`src/rtl/fu_jump_pipe.sv`:
```
// Pipelined branch/jump unit: resolves target, link, taken and misalignment for one op per
// cycle, then carries the tagged result through LATENCY stages toward write-back.
module fu_jump_pipe #(
  parameter int XLEN    = 32,
  parameter int LATENCY = 2,
  parameter int TAG_W   = 5
) (
  input  logic             clk,
  input  logic             rst,
  input  logic             flush,
  input  logic             in_valid,
  output logic             in_ready,
  input  logic [1:0]       in_op,
  input  logic [2:0]       cmp_ctrl,
  input  logic [XLEN-1:0]  rs1_data,
  input  logic [XLEN-1:0]  rs2_data,
  input  logic [XLEN-1:0]  imm,
  input  logic [XLEN-1:0]  pc,
  input  logic [TAG_W-1:0] in_tag,
  output logic             out_valid,
  input  logic             out_ready,
  output logic [TAG_W-1:0] out_tag,
  output logic [XLEN-1:0]  pc_jump,
  output logic [XLEN-1:0]  pc_wb,
  output logic             taken,
  output logic             misalign,
  output logic             busy
);

  localparam int PW = TAG_W + 2 * XLEN + 2;

  localparam logic [1:0] OP_BRANCH = 2'b00;
  localparam logic [1:0] OP_JAL    = 2'b01;
  localparam logic [1:0] OP_JALR   = 2'b10;

  logic                  stall;
  logic                  accept;
  logic                  cmp_next;
  logic                  taken_next;
  logic                  misalign_next;
  logic [XLEN-1:0]       jalr_sum;
  logic [XLEN-1:0]       jump_next;
  logic [XLEN-1:0]       link_next;
  logic [PW-1:0]         result_next;

  logic [LATENCY-1:0]         valid_reg;
  logic [LATENCY-1:0]         valid_next;
  logic [LATENCY-1:0][PW-1:0] payload_reg;
  logic [LATENCY-1:0][PW-1:0] payload_next;

  assign stall    = valid_reg[LATENCY-1] & ~out_ready;
  assign in_ready = ~stall & ~flush;
  assign accept   = in_valid & in_ready;
  assign busy     = |valid_reg;

  always_comb begin
    cmp_next = 1'b0;
    case (cmp_ctrl)
      3'b000:  cmp_next = (rs1_data == rs2_data);
      3'b001:  cmp_next = (rs1_data != rs2_data);
      3'b100:  cmp_next = ($signed(rs1_data) <  $signed(rs2_data));
      3'b101:  cmp_next = ($signed(rs1_data) >= $signed(rs2_data));
      3'b110:  cmp_next = (rs1_data <  rs2_data);
      3'b111:  cmp_next = (rs1_data >= rs2_data);
      default: cmp_next = 1'b0;
    endcase
  end

  always_comb begin
    taken_next = 1'b0;
    case (in_op)
      OP_BRANCH: taken_next = cmp_next;
      OP_JAL:    taken_next = 1'b1;
      OP_JALR:   taken_next = 1'b1;
      default:   taken_next = 1'b0;
    endcase
  end

  // JALR drops bit 0 of the register-relative target; everything else is PC-relative.
  assign jalr_sum      = rs1_data + imm;
  assign jump_next     = (in_op == OP_JALR) ? {jalr_sum[XLEN-1:1], 1'b0} : (pc + imm);
  assign link_next     = pc + XLEN'(4);
  assign misalign_next = taken_next & jump_next[1];
  assign result_next   = {in_tag, jump_next, link_next, taken_next, misalign_next};

  genvar gi;
  generate
    for (gi = 0; gi < LATENCY; gi++) begin : g_stage_in
      if (gi == 0) begin : g_head
        assign valid_next[gi]   = accept;
        assign payload_next[gi] = result_next;
      end else begin : g_tail
        assign valid_next[gi]   = valid_reg[gi-1];
        assign payload_next[gi] = payload_reg[gi-1];
      end
    end
  endgenerate

  // A stall freezes every stage, so bubbles are never squeezed out behind a blocked head.
  always_ff @(posedge clk) begin
    if (rst) begin
      valid_reg   <= '0;
      payload_reg <= '0;
    end else if (flush) begin
      valid_reg <= '0;
    end else if (!stall) begin
      valid_reg   <= valid_next;
      payload_reg <= payload_next;
    end
  end

  assign out_valid = valid_reg[LATENCY-1];
  assign {out_tag, pc_jump, pc_wb, taken, misalign} = payload_reg[LATENCY-1];

endmodule

```
`config.mk`:
```
export PLATFORM = sky130hd
export DESIGN_NAME = fu_jump_pipe
export DESIGN_NICKNAME = d
export VERILOG_FILES = /design/src/rtl/fu_jump_pipe.sv
export SDC_FILE = /design/constraint.sdc
export NUM_CORES = 1
export LEC_CHECK = 0
export CELL_PAD_IN_SITES_DETAIL_PLACEMENT = 0
export CELL_PAD_IN_SITES_GLOBAL_PLACEMENT = 1
export CORE_ASPECT_RATIO = 0.75
export CORE_UTILIZATION = 37
export DETAILED_ROUTE_END_ITERATION = 6
export GPL_ROUTABILITY_DRIVEN = 0
export PLACE_DENSITY_LB_ADDON = 0.1
export SKIP_LAST_GASP = 1
export SLEW_MARGIN = 20
export SYNTH_ARGS = -nofsm -noshare
export SYNTH_HDL_FRONTEND = slang
export SYNTH_SLANG_ARGS = --single-unit
export TNS_END_PERCENT = 5
```
`constraint.sdc`:
```
create_clock -name clk -period 4.25 [get_ports clk]
set_input_delay 0.85 -clock clk [delete_from_list [all_inputs] [get_ports clk]]
set_output_delay 0.85 -clock clk [all_outputs]
set_load 0.05 [all_outputs]
```
==> out/summary.txt <==
Core area = 25100 um2
GR Util All Layers = 22.2%
H-tree Lvls = 4
Largest register FFs = 71
Multi-input gate area = 6300 um2
Final Max Tran Viols = 0
CP Max Fanout = 2
Hold Path Sink = pc_jump[23]
YS warnings = 0
Final Net Count = 1712
Die span in y = 141 um
Synthesized flop and latch total = 144
Residual DRC count = 0
Top cell type's share of synthesized area = 30.1%
DIE AREA = 26500 um2
Setup Viol. Count Final = 0
Non-Filler Instances = 1821
Worst-Skew Late Latency = 0.42 ns
Mapped Nets = 1499
Crit path arrival time = 4.15 ns
LEAKAGE = 5.18 nW
Max Cap Viol = 0
Pwr/cell area = 325 nW/um2
Final setup TNS = 0 ns
Vias post-DR = 9379
Cell Rows = 50
Max VDD drop = 0.270 mV
Crit-path max cell delay = 0.49 ns
HP Start = payload_next[128]
Worst-Margin Slew = 0.957 ns
Post_cts resized = 0
Dominant cells by area after synthesis = dfxtp_1 30%, ha_1 13%, nand2_1 9.4%, a21oi_1 8.2%, nor2_1 4.2%
CP bufs+invs = 3
Reg2reg start = valid_reg[1]
Type of the worst setup path = in2reg
Post-Route WL = 29500 um
Share of cells above drive strength 1 = 5.53%
Crit-path cells = clkdlybuf4s50_1 -> inv_1 -> ha_1 -> a21o_1 -> a21o_1 -> a221o_1 -> or4b_1 -> a311o_1 -> a21oi_2 -> mux2_1 -> a41oi_1 -> a2bb2oi_1 -> buf_4 -> a211oi_2
HPWL after DPL = 23500 um
Cell mode on critical path = a21o_1
Via density = 5.15
Number of global-route vias before repair = 8461
# IOs = 217
Slowest-stage cell, CP = or4b_1
FILL cells = 2507
Synth Instances = 1257
Reg2Reg Depth = 7
Worst R2R Setup Slack = 2.03 ns
First-pass GRT wire length = 46200 um
Synth Cell Area = 9570 um2
Number of clock sinks = 144
Hold Crit Class = reg2reg
Critical Path End Type = flop
Drt wl/cell = 16.2 um
Register area share after synthesis = 30.1%
Post-synth cell types = 63
Crit-path leading delay family = compound AO/OA/AOI/OAI gates
Hold buffer count at CTS = 0
Max Buffers Root-to-Sink = 2
Initial core utilization = 38.0%
Tmin final = 3.86 ns
Top_reg_cell synth = dfxtp_1
Slew Limit Headroom = 36.2%
Register Area = 2880 um2
Initial antenna violation count = 0
Final Hold Viols = 0
RR Endpoint = payload_next[134]
Area Growth Syn to Fin = 34.1%
Drt pass-1 iters = 5
Post-Syn Area per Cell = 7.61 um2
FFs w/ async S/R, synth = 0%
Post-route ant nets = 0
FMAX = 259 MHz
Die Wd = 188 um
Tot Pwr = 0.00417 W
Postcts setup bufs = 0
Clock root cell = clkbuf_16
Leading area contributor after synthesis = dfxtp_1
Clock transition at path regs = 0.06 ns
CTS tree = yes
Iteration-0 DRC Markers = 753
Clock buffer count from CTS = 17
Critical Path Source Type = primary input
Crit path required time = 4.54 ns
Post-synth EDFFs = 0
Grt ovf = 0
I/O Buffers = 216
RSZ-0062 raised after global routing = no
# diodes = 0
Final period util = 90.9%
Status = completed
Largest net degree at the start of global routing = 122
Worst Skew = 0.00867 ns
Dpl cells = 1789
Hold Path Stages = 2
[logic make-up after synthesis]
family,after synthesis,synth area share [%]
compound gates,362,23.9
xor+xnor,76,6.96
fa+ha+maj,99,13.1
buf+inv,104,4.09
flops,144,30.1
mux,7,0.759
simple gates,465,21.0
[worst max path at each step]
| stage | cells after the start | slack (ns) | startpoint | to |
|---|---|---|---|---|
| after floorplan | 12 | 0.56 | rs2_data[13] | payload_next[72] |
| final | 14 | 0.39 | rs2_data[13] | payload_next[72] |
| after global placement | 14 | -0.02 | rs2_data[5] | payload_next[72] |
| after detailed placement | 14 | -0.07 | rs2_data[5] | payload_next[72] |
| after CTS | 14 | 0.37 | rs2_data[5] | payload_next[72] |
| after global routing | 14 | 0.18 | rs2_data[7] | payload_next[72] |
[synthesized netlist by cell type, types with 4 or more instances]
cell type,instances
nand2_1,239
a21oi_1,157
dfxtp_1,144
nor2_1,107
ha_1,97
clkbuf_1,56
a211oi_1,51
inv_1,44
o21ai_0,41
xor2_1,39
xnor2_1,37
nor3_1,28
a21o_1,27
nand3_1,18
o211ai_1,14
and3_1,12
nand4_1,12
o21a_1,12
nand2b_1,9
a311oi_1,7
nor2b_1,7
or3_1,6
a31oi_1,5
and2_1,5
mux2i_1,5
nand3b_1,5
nor4_1,4
o21bai_1,4
o31ai_1,4
[worst reg2reg max path: stages (launching register included)]
cell	delay, ns
dfxtp_1	0.33
nand2b_1	0.16
nand2b_4	0.20
inv_4	0.36
nand2_1	0.30
or2_2	0.41
o32ai_1	0.27
a211o_1	0.14
[final cells by class]
cell class              instances  area share (%)
inverters                      44            1.31
multi-input cells            1009            49.1
clock buffers                  17            3.32
repair buffers                254            19.3
clock inverters                15            1.17
well taps                     338            3.30
flip-flops and latches        144            22.5
[layout by cell type, fill, tap and decap left out, types with 17 or more instances in the layout]
master | Yosys | routed
nand2_1 | 239 | 239
clkdlybuf4s50_1 | 0 | 214
a21oi_1 | 157 | 157
dfxtp_1 | 144 | 144
nor2_1 | 107 | 107
ha_1 | 97 | 97
a211oi_1 | 51 | 51
inv_1 | 44 | 43
o21ai_0 | 41 | 41
xor2_1 | 39 | 39
xnor2_1 | 37 | 37
buf_4 | 0 | 37
nor3_1 | 28 | 28
a21o_1 | 27 | 27
nand3_1 | 18 | 18
clkbuf_16 | 0 | 17
[report_power, final]
| part | total [W] | internal (W) | switching, W |
|---|---|---|---|
| Combinational | 0.00123 | 0.000530 | 0.000701 |
| Sequential | 0.00149 | 0.00144 | 0.0000469 |
| Clock | 0.00146 | 0.000825 | 0.000633 |
[per-layer routing]
layer | global-route usage (%) | vias up | share of wire, %
li1 | - | 4899 | -
met2 | 30.3 | 261 | 39
met1 | 35.3 | 4195 | 54
met5 | 0 | - | 0
met3 | 4.11 | 24 | 6.0
met4 | 4.45 | 0 | 1.1
[per-stage QoR]
stage	util [%]	setup slack, ns	instance area, um2	hold WS (ns)
2_1_floorplan	-	0.562	9570	0.429
3_3_place_gp	48.7	-0.0245	12300	0.439
3_5_place_dp	48.7	-0.0704	12300	0.443
4_1_cts	51.0	0.374	12800	0.450
5_1_grt	51.0	0.181	12800	0.466
6_report	51.0	0.386	12800	0.451
Note: power is estimated with default switching activity, not from simulation.
